**src/rtl/hazard_scoreboard.sv**
```systemverilog
// Hazard, forwarding and flush controller for the five-stage pipeline, with a
// one-entry scoreboard tracking an in-flight multi-cycle (MDU) destination.
//
// Ports:
//   clk, rst_n                     clock, asynchronous active-low reset
//   id_*_i                         ID-stage sources/destination and instruction class
//   exe_*_i, mem_*_i               pending destinations in EXE and MEM
//   mdu_issue_i/rd_i/lat_i         MDU op issued from EXE this cycle
//   branch_taken_i                 taken branch at the resolve stage
//   cnt_clr_i                      synchronous clear of the performance counters
//   *_stall_o, *_flush_o           pipeline hold / bubble controls
//   fwd_rs_o, fwd_rt_o             operand source selects
//   store_fwd_o                    WB data into the MEM store-data path
//   mdu_busy_o, mdu_wb_o, mdu_wb_rd_o  scoreboard status / writeback
//   stall_cnt_o, flush_cnt_o       saturating performance counters
module hazard_scoreboard #(
    parameter int unsigned REG_AW     = 5,
    parameter int unsigned MAX_LAT    = 16,
    parameter int unsigned BR_RESOLVE = 1,
    parameter int unsigned CNT_W      = 32,
    parameter int unsigned ZERO_HARD  = 1,
    localparam int unsigned LAT_W     = $clog2(MAX_LAT + 1)
) (
    input  logic              clk,
    input  logic              rst_n,
    input  logic [REG_AW-1:0] id_rs_i,
    input  logic [REG_AW-1:0] id_rt_i,
    input  logic              id_read_rs_i,
    input  logic              id_read_rt_i,
    input  logic [REG_AW-1:0] id_rd_i,
    input  logic              id_we_i,
    input  logic              id_store_i,
    input  logic              id_mdu_i,
    input  logic [REG_AW-1:0] exe_rd_i,
    input  logic [REG_AW-1:0] mem_rd_i,
    input  logic              exe_we_i,
    input  logic              mem_we_i,
    input  logic              exe_load_i,
    input  logic              mem_load_i,
    input  logic              mdu_issue_i,
    input  logic [REG_AW-1:0] mdu_rd_i,
    input  logic [LAT_W-1:0]  mdu_lat_i,
    input  logic              branch_taken_i,
    input  logic              cnt_clr_i,
    output logic              pc_stall_o,
    output logic              if_stall_o,
    output logic              id_stall_o,
    output logic              if_flush_o,
    output logic              id_flush_o,
    output logic              exe_flush_o,
    output logic [2:0]        fwd_rs_o,
    output logic [2:0]        fwd_rt_o,
    output logic              store_fwd_o,
    output logic              mdu_busy_o,
    output logic              mdu_wb_o,
    output logic [REG_AW-1:0] mdu_wb_rd_o,
    output logic [CNT_W-1:0]  stall_cnt_o,
    output logic [CNT_W-1:0]  flush_cnt_o
);

    localparam logic [LAT_W-1:0] LatOne   = LAT_W'(1);
    localparam logic [LAT_W-1:0] LatMax   = LAT_W'(MAX_LAT);
    localparam logic [CNT_W-1:0] CntOne   = CNT_W'(1);
    localparam logic             ZeroHard = (ZERO_HARD != 0);
    localparam logic             BrInMem  = (BR_RESOLVE != 0);

    localparam logic [2:0] FwdRf     = 3'b000;
    localparam logic [2:0] FwdExe    = 3'b001;
    localparam logic [2:0] FwdMemAlu = 3'b010;
    localparam logic [2:0] FwdMemLd  = 3'b011;
    localparam logic [2:0] FwdMduWb  = 3'b100;

    logic              mdu_busy_q, mdu_busy_d;
    logic [REG_AW-1:0] sb_rd_q, sb_rd_d;
    logic [LAT_W-1:0]  count_q, count_d;
    logic [LAT_W-1:0]  lat_clamped;
    logic [CNT_W-1:0]  stall_cnt_q, stall_cnt_d;
    logic [CNT_W-1:0]  flush_cnt_q, flush_cnt_d;

    logic zero_rs, zero_rt;
    logic exe_hit_rs, exe_hit_rt, mem_hit_rs, mem_hit_rt;
    logic sb_hit_rs, sb_hit_rt, wb_hit_rs, wb_hit_rt;
    logic mdu_wb, mdu_hold, load_use, store_byp, hazard, issue_ok;

    function automatic logic [2:0] fwd_sel(logic exe_hit, logic mem_hit, logic mem_load,
                                           logic wb_hit);
        if (exe_hit)      return FwdExe;
        else if (mem_hit) return mem_load ? FwdMemLd : FwdMemAlu;
        else if (wb_hit)  return FwdMduWb;
        else              return FwdRf;
    endfunction

    assign zero_rs = ZeroHard && (id_rs_i == '0);
    assign zero_rt = ZeroHard && (id_rt_i == '0);

    assign exe_hit_rs = id_read_rs_i && (id_rs_i == exe_rd_i) && exe_we_i && !zero_rs;
    assign exe_hit_rt = id_read_rt_i && (id_rt_i == exe_rd_i) && exe_we_i && !zero_rt;
    assign mem_hit_rs = id_read_rs_i && (id_rs_i == mem_rd_i) && mem_we_i && !zero_rs;
    assign mem_hit_rt = id_read_rt_i && (id_rt_i == mem_rd_i) && mem_we_i && !zero_rt;

    assign mdu_wb    = mdu_busy_q && (count_q == '0);
    // Busy and not finishing this cycle: the entry still blocks readers/writers.
    assign mdu_hold  = mdu_busy_q && !mdu_wb;
    assign sb_hit_rs = id_read_rs_i && mdu_busy_q && (id_rs_i == sb_rd_q) && !zero_rs;
    assign sb_hit_rt = id_read_rt_i && mdu_busy_q && (id_rt_i == sb_rd_q) && !zero_rt;
    assign wb_hit_rs = mdu_wb && sb_hit_rs;
    assign wb_hit_rt = mdu_wb && sb_hit_rt;

    // A store only needs the loaded value as data in MEM, so it bypasses instead of stalling.
    assign load_use  = exe_load_i && (exe_hit_rs || (exe_hit_rt && !id_store_i));
    assign store_byp = id_store_i && exe_load_i && exe_hit_rt;

    assign hazard = load_use
                  || (mdu_hold && (sb_hit_rs || sb_hit_rt))
                  || (mdu_hold && id_we_i && (id_rd_i == sb_rd_q))
                  || (mdu_hold && id_mdu_i);

    always_comb begin
        pc_stall_o  = 1'b0;
        if_stall_o  = 1'b0;
        id_stall_o  = 1'b0;
        if_flush_o  = 1'b0;
        id_flush_o  = 1'b0;
        exe_flush_o = 1'b0;
        fwd_rs_o    = FwdRf;
        fwd_rt_o    = FwdRf;
        store_fwd_o = 1'b0;
        if (branch_taken_i) begin
            if_flush_o  = 1'b1;
            id_flush_o  = 1'b1;
            exe_flush_o = BrInMem;
        end else if (hazard) begin
            pc_stall_o  = 1'b1;
            if_stall_o  = 1'b1;
            id_stall_o  = 1'b1;
            exe_flush_o = 1'b1;
        end else begin
            fwd_rs_o = fwd_sel(exe_hit_rs, mem_hit_rs, mem_load_i, wb_hit_rs);
            if (store_byp) begin
                store_fwd_o = 1'b1;
            end else begin
                fwd_rt_o = fwd_sel(exe_hit_rt, mem_hit_rt, mem_load_i, wb_hit_rt);
            end
        end
    end

    // A squashed EXE op or an issue while the entry is still blocking is dropped.
    assign issue_ok = mdu_issue_i && !(branch_taken_i && BrInMem) && !mdu_hold;

    always_comb begin
        lat_clamped = mdu_lat_i;
        if (mdu_lat_i == '0) begin
            lat_clamped = LatOne;
        end else if (mdu_lat_i > LatMax) begin
            lat_clamped = LatMax;
        end
        mdu_busy_d = mdu_busy_q;
        sb_rd_d    = sb_rd_q;
        count_d    = count_q;
        if (issue_ok) begin
            mdu_busy_d = 1'b1;
            sb_rd_d    = mdu_rd_i;
            count_d    = lat_clamped - LatOne;
        end else if (mdu_wb) begin
            mdu_busy_d = 1'b0;
        end else if (mdu_busy_q) begin
            count_d = count_q - LatOne;
        end
    end

    always_comb begin
        stall_cnt_d = stall_cnt_q;
        flush_cnt_d = flush_cnt_q;
        if (cnt_clr_i) begin
            stall_cnt_d = '0;
            flush_cnt_d = '0;
        end else begin
            if (pc_stall_o && !(&stall_cnt_q)) stall_cnt_d = stall_cnt_q + CntOne;
            if (branch_taken_i && !(&flush_cnt_q)) flush_cnt_d = flush_cnt_q + CntOne;
        end
    end

    always_ff @(posedge clk or negedge rst_n) begin
        if (!rst_n) begin
            mdu_busy_q  <= 1'b0;
            sb_rd_q     <= '0;
            count_q     <= '0;
            stall_cnt_q <= '0;
            flush_cnt_q <= '0;
        end else begin
            mdu_busy_q  <= mdu_busy_d;
            sb_rd_q     <= sb_rd_d;
            count_q     <= count_d;
            stall_cnt_q <= stall_cnt_d;
            flush_cnt_q <= flush_cnt_d;
        end
    end

    assign mdu_busy_o  = mdu_busy_q;
    assign mdu_wb_o    = mdu_wb;
    assign mdu_wb_rd_o = sb_rd_q;
    assign stall_cnt_o = stall_cnt_q;
    assign flush_cnt_o = flush_cnt_q;

endmodule

```
**config.mk**
```make
export PLATFORM = sky130hd
export DESIGN_NAME = hazard_scoreboard
export DESIGN_NICKNAME = d
export VERILOG_FILES = /design/src/rtl/hazard_scoreboard.sv
export SDC_FILE = /design/constraint.sdc
export NUM_CORES = 1
export LEC_CHECK = 0
export CAP_MARGIN = 25
export CORE_MARGIN = 1
export CORE_UTILIZATION = 29
export CTS_BUF_LIST = sky130_fd_sc_hd__clkbuf_16
export DETAILED_ROUTE_END_ITERATION = 7
export GPL_ROUTABILITY_DRIVEN = 0
export PLACE_DENSITY = 0.5
export SLEW_MARGIN = 40
export SYNTH_ARGS = -nofsm -noshare
export SYNTH_HDL_FRONTEND = slang
export SYNTH_SLANG_ARGS = --single-unit
```
**constraint.sdc**
```tcl
create_clock -name clk -period 5.4 [get_ports clk]
set_clock_uncertainty 0.2 [all_clocks]
set_input_delay 1.08 -clock clk [delete_from_list [all_inputs] [get_ports clk]]
set_output_delay 1.08 -clock clk [all_outputs]
set_load 0.03 [all_outputs]
```
==> results by group <==
Detailed routing
  • Drt wl/cell: 15.78 µm
  • Final wirelength: 13.68 mm
  • Post-DRT Antenna Nets: 0
  • Via-to-Cell Ratio: 4.939
  • DRC: 0
  • Starting DRC count in detailed routing: 180
  • Number of detailed-route iterations in the first pass: 4
  • Vias: 4282

Worst setup path
  • Maximum fanout along the worst path: 8
  • Worst Setup End Kind: output port
  • WP data arrival: 3830 ps
  • Startpoint class of the critical path: input port
  • Kind of critical path: in -> out
  • Worst Path Required: 4120 ps

Clocking
  • Hold-fix buffers at CTS: 0
  • CTS tree: yes
  • Clock latency on the worst-skew pair: 340 ps
  • Clk sinks: 75
  • Clock buffer depth: 2
  • CTS Buf Count: 9
  • Root buf cell: clkbuf_16
  • H-tree levels: 3
  • Clk slew on worst S/H paths: 50 ps

Logic synthesis
  • Synth warn: 0
  • Synth Flop Type: dfrtp_1
  • Sequential share of the synthesized area: 39.79%
  • Mapped Cells: 514
  • Cell variety after synth: 55
  • Avg Inst Size Synth: 9.177 µm²
  • Area contributors post-synth: dfrtp_1 (40%), xor2_1 (8.4%), nor2_1 (5.2%), xnor2_1 (4.1%), nand3_1 (3.2%)
  • Netlist area before placement: 4717 µm²
  • Mapped Nets: 566
  • Ys async rst share: 100.0%
  • Leading area contributor after synthesis: dfrtp_1
  • Top cells by count, synth: dfrtp_1 (75), nor2_1 (65), xor2_1 (45)
  • Post-synth EDFFs: 0
  • Yosys reg bits: 75
  • Area share of the leading cell type in the synthesized netlist: 39.79%
  • Count leader, synth: dfrtp_1

Pwr
  • Leakage: 2.586 nW
  • PwrDens: 273.0 nW/µm²
  • Total power: 1.794 mW
  • IR drop worst, VDD: 0.2036 mV

Place
  • I/O Buffers: 132
  • DP Wirelength: 10.03 mm
  • Post-DP Area: 6262 µm²

STA
  • Setup TNS: 0 ps
  • Setup violators final: 0
  • Rel. slew slack: 50.10%
  • Final period util: 94.69%
  • FMAX: 0.1956 GHz
  • Post-layout min period: 5113 ps
  • RSZ-0062 raised after global routing: false
  • Tightest hold margin: 349.8 ps
  • Final hold violations: 0
  • Slew Limit Fails: 0
  • Slew @ Worst Pin: 742.8 ps

Global routing
  • GRT Util Overall: 17.31%
  • Initial antenna violation count: 0
  • Largest net degree at the start of global routing: 76
  • First-pass GRT wire length: 22.45 mm
  • Grt ovf: 0
  • Number of global-route vias before repair: 4196

Floorplanning
  • Placement Rows: 46
  • DIE WIDTH: 129.5 µm
  • Initial Util: 29.69%
  • Die Y: 129.5 µm
  • IO Count: 133
  • Core ar.: 15890 µm²
  • Die area: 16780 µm²

Job
  • Max capacitance violation total: 0

Finish
  • Fin area: 6569 µm²
  • Fin util: 41.35%
  • Nets: 700
  • Area Growth Syn to Fin: 39.26%
  • Share of layout cells above drive strength 1: 9.524%
  • Ant diodes: 0
  • Fill cell count: 1611

Hold path
  • Hold/Removal Path Class: reg -> reg

Run status
  • Status: complete, no violations
worst max-delay path, cell delays in order:
cell,delay (ps)
clkdlybuf4s50_1,430
buf_4,170
xor2_1,150
or4b_1,540
nor4_2,240
a22o_4,240
nor2_1,60
nand2_1,200
clkdlybuf4s50_1,720
area by class of cell:
| type | count | area (µm²) | area share, % |
|---|---|---|---|
| clock buffer | 9 | 225.2 | 3.429 |
| clock inverter | 5 | 71.32 | 1.086 |
| inverter | 14 | 52.55 | 0.8000 |
| multi-input combinational | 405 | 2673 | 40.69 |
| sequential | 75 | 1877 | 28.57 |
| tap | 216 | 270.3 | 4.114 |
| timing repair buffer | 143 | 1400 | 21.31 |
metrics by stage:
stage                     instances  setup WS, ps
final                           867         286.9
after floorplan                 514         290.2
after global placement          853         138.6
after CTS                       867         131.4
after detailed placement        853         141.7
after global routing            867         167.1
sequential cells by signal (all words and copies together), names as in the netlist:
register,cells
count_q,5
flush_cnt_o,32
mdu_busy_o,1
mdu_wb_rd_o,5
stall_cnt_o,32
where the power goes:
part	internal (mW)	switching, mW	total (mW)	leakage [nW]
clock	0.394	0.224	0.618	0.148
combinational	0.229	0.261	0.490	1.42
sequential	0.608	0.0775	0.686	1.02
cell families after synthesis:
family | count (synthesis) | share of synthesized area [%]
compound gates | 69 | 10.08
xor+xnor | 67 | 12.44
fa+ha+maj | 3 | 0.7958
buf+inv | 34 | 3.554
flops | 75 | 39.79
mux | 18 | 4.695
simple gates | 248 | 28.65
routing by layer:
metal | track usage, % | part of all wire, %
met3 | 4.459 | 3.9
met1 | 22.80 | 47
met5 | 0 | 0
met4 | 3.215 | 0.75
met2 | 28.81 | 48
repair_timing:
| action | 4_1_cts | 5_1_grt |
|---|---|---|
| gates resized for setup | 0 | 4 |
| setup buffers | 0 | 0 |
| endpoints found under the setup margin | 0 | 3 |
cell usage in the layout, fill, tap and decap left out, types with 4 or more instances in the layout:
master and n:
and2_1 4, nor4_1 12, a21oi_1 25, or4_1 11, nor2_1 65, xor2_1 45, o21ai_0 11, nand3_1 30
xnor2_1 22, clkdlybuf4s50_1 123, mux2_2 9, o31ai_1 8, dfrtp_1 75, and3_1 9, nor2b_1 15, nor4_2 5
o21ai_1 6, buf_4 16, and4_1 7, inv_1 15, or3_1 14, mux2_4 6, or2_2 4, nand2_1 32
clkbuf_16 9, nor3_1 10, nor3b_1 4, nand4_1 18
worst paths after layout:
path	startpoint	depth (start not counted)	to	slack [ps]
worst max-delay path	id_rs_i[2]	9	exe_flush_o	290
worst min-delay path	flush_cnt_o[6]	2	flush_cnt_o[6]	350
worst max register to register	count_q[3]	10	count_q[4]	2250
worst min register to register	flush_cnt_o[6]	2	flush_cnt_o[6]	350
max in group asynchronous	rst_n	1	count_q[4]	3930
min in group asynchronous	rst_n	1	flush_cnt_o[8]	590
(Power assumes the default switching activity.)
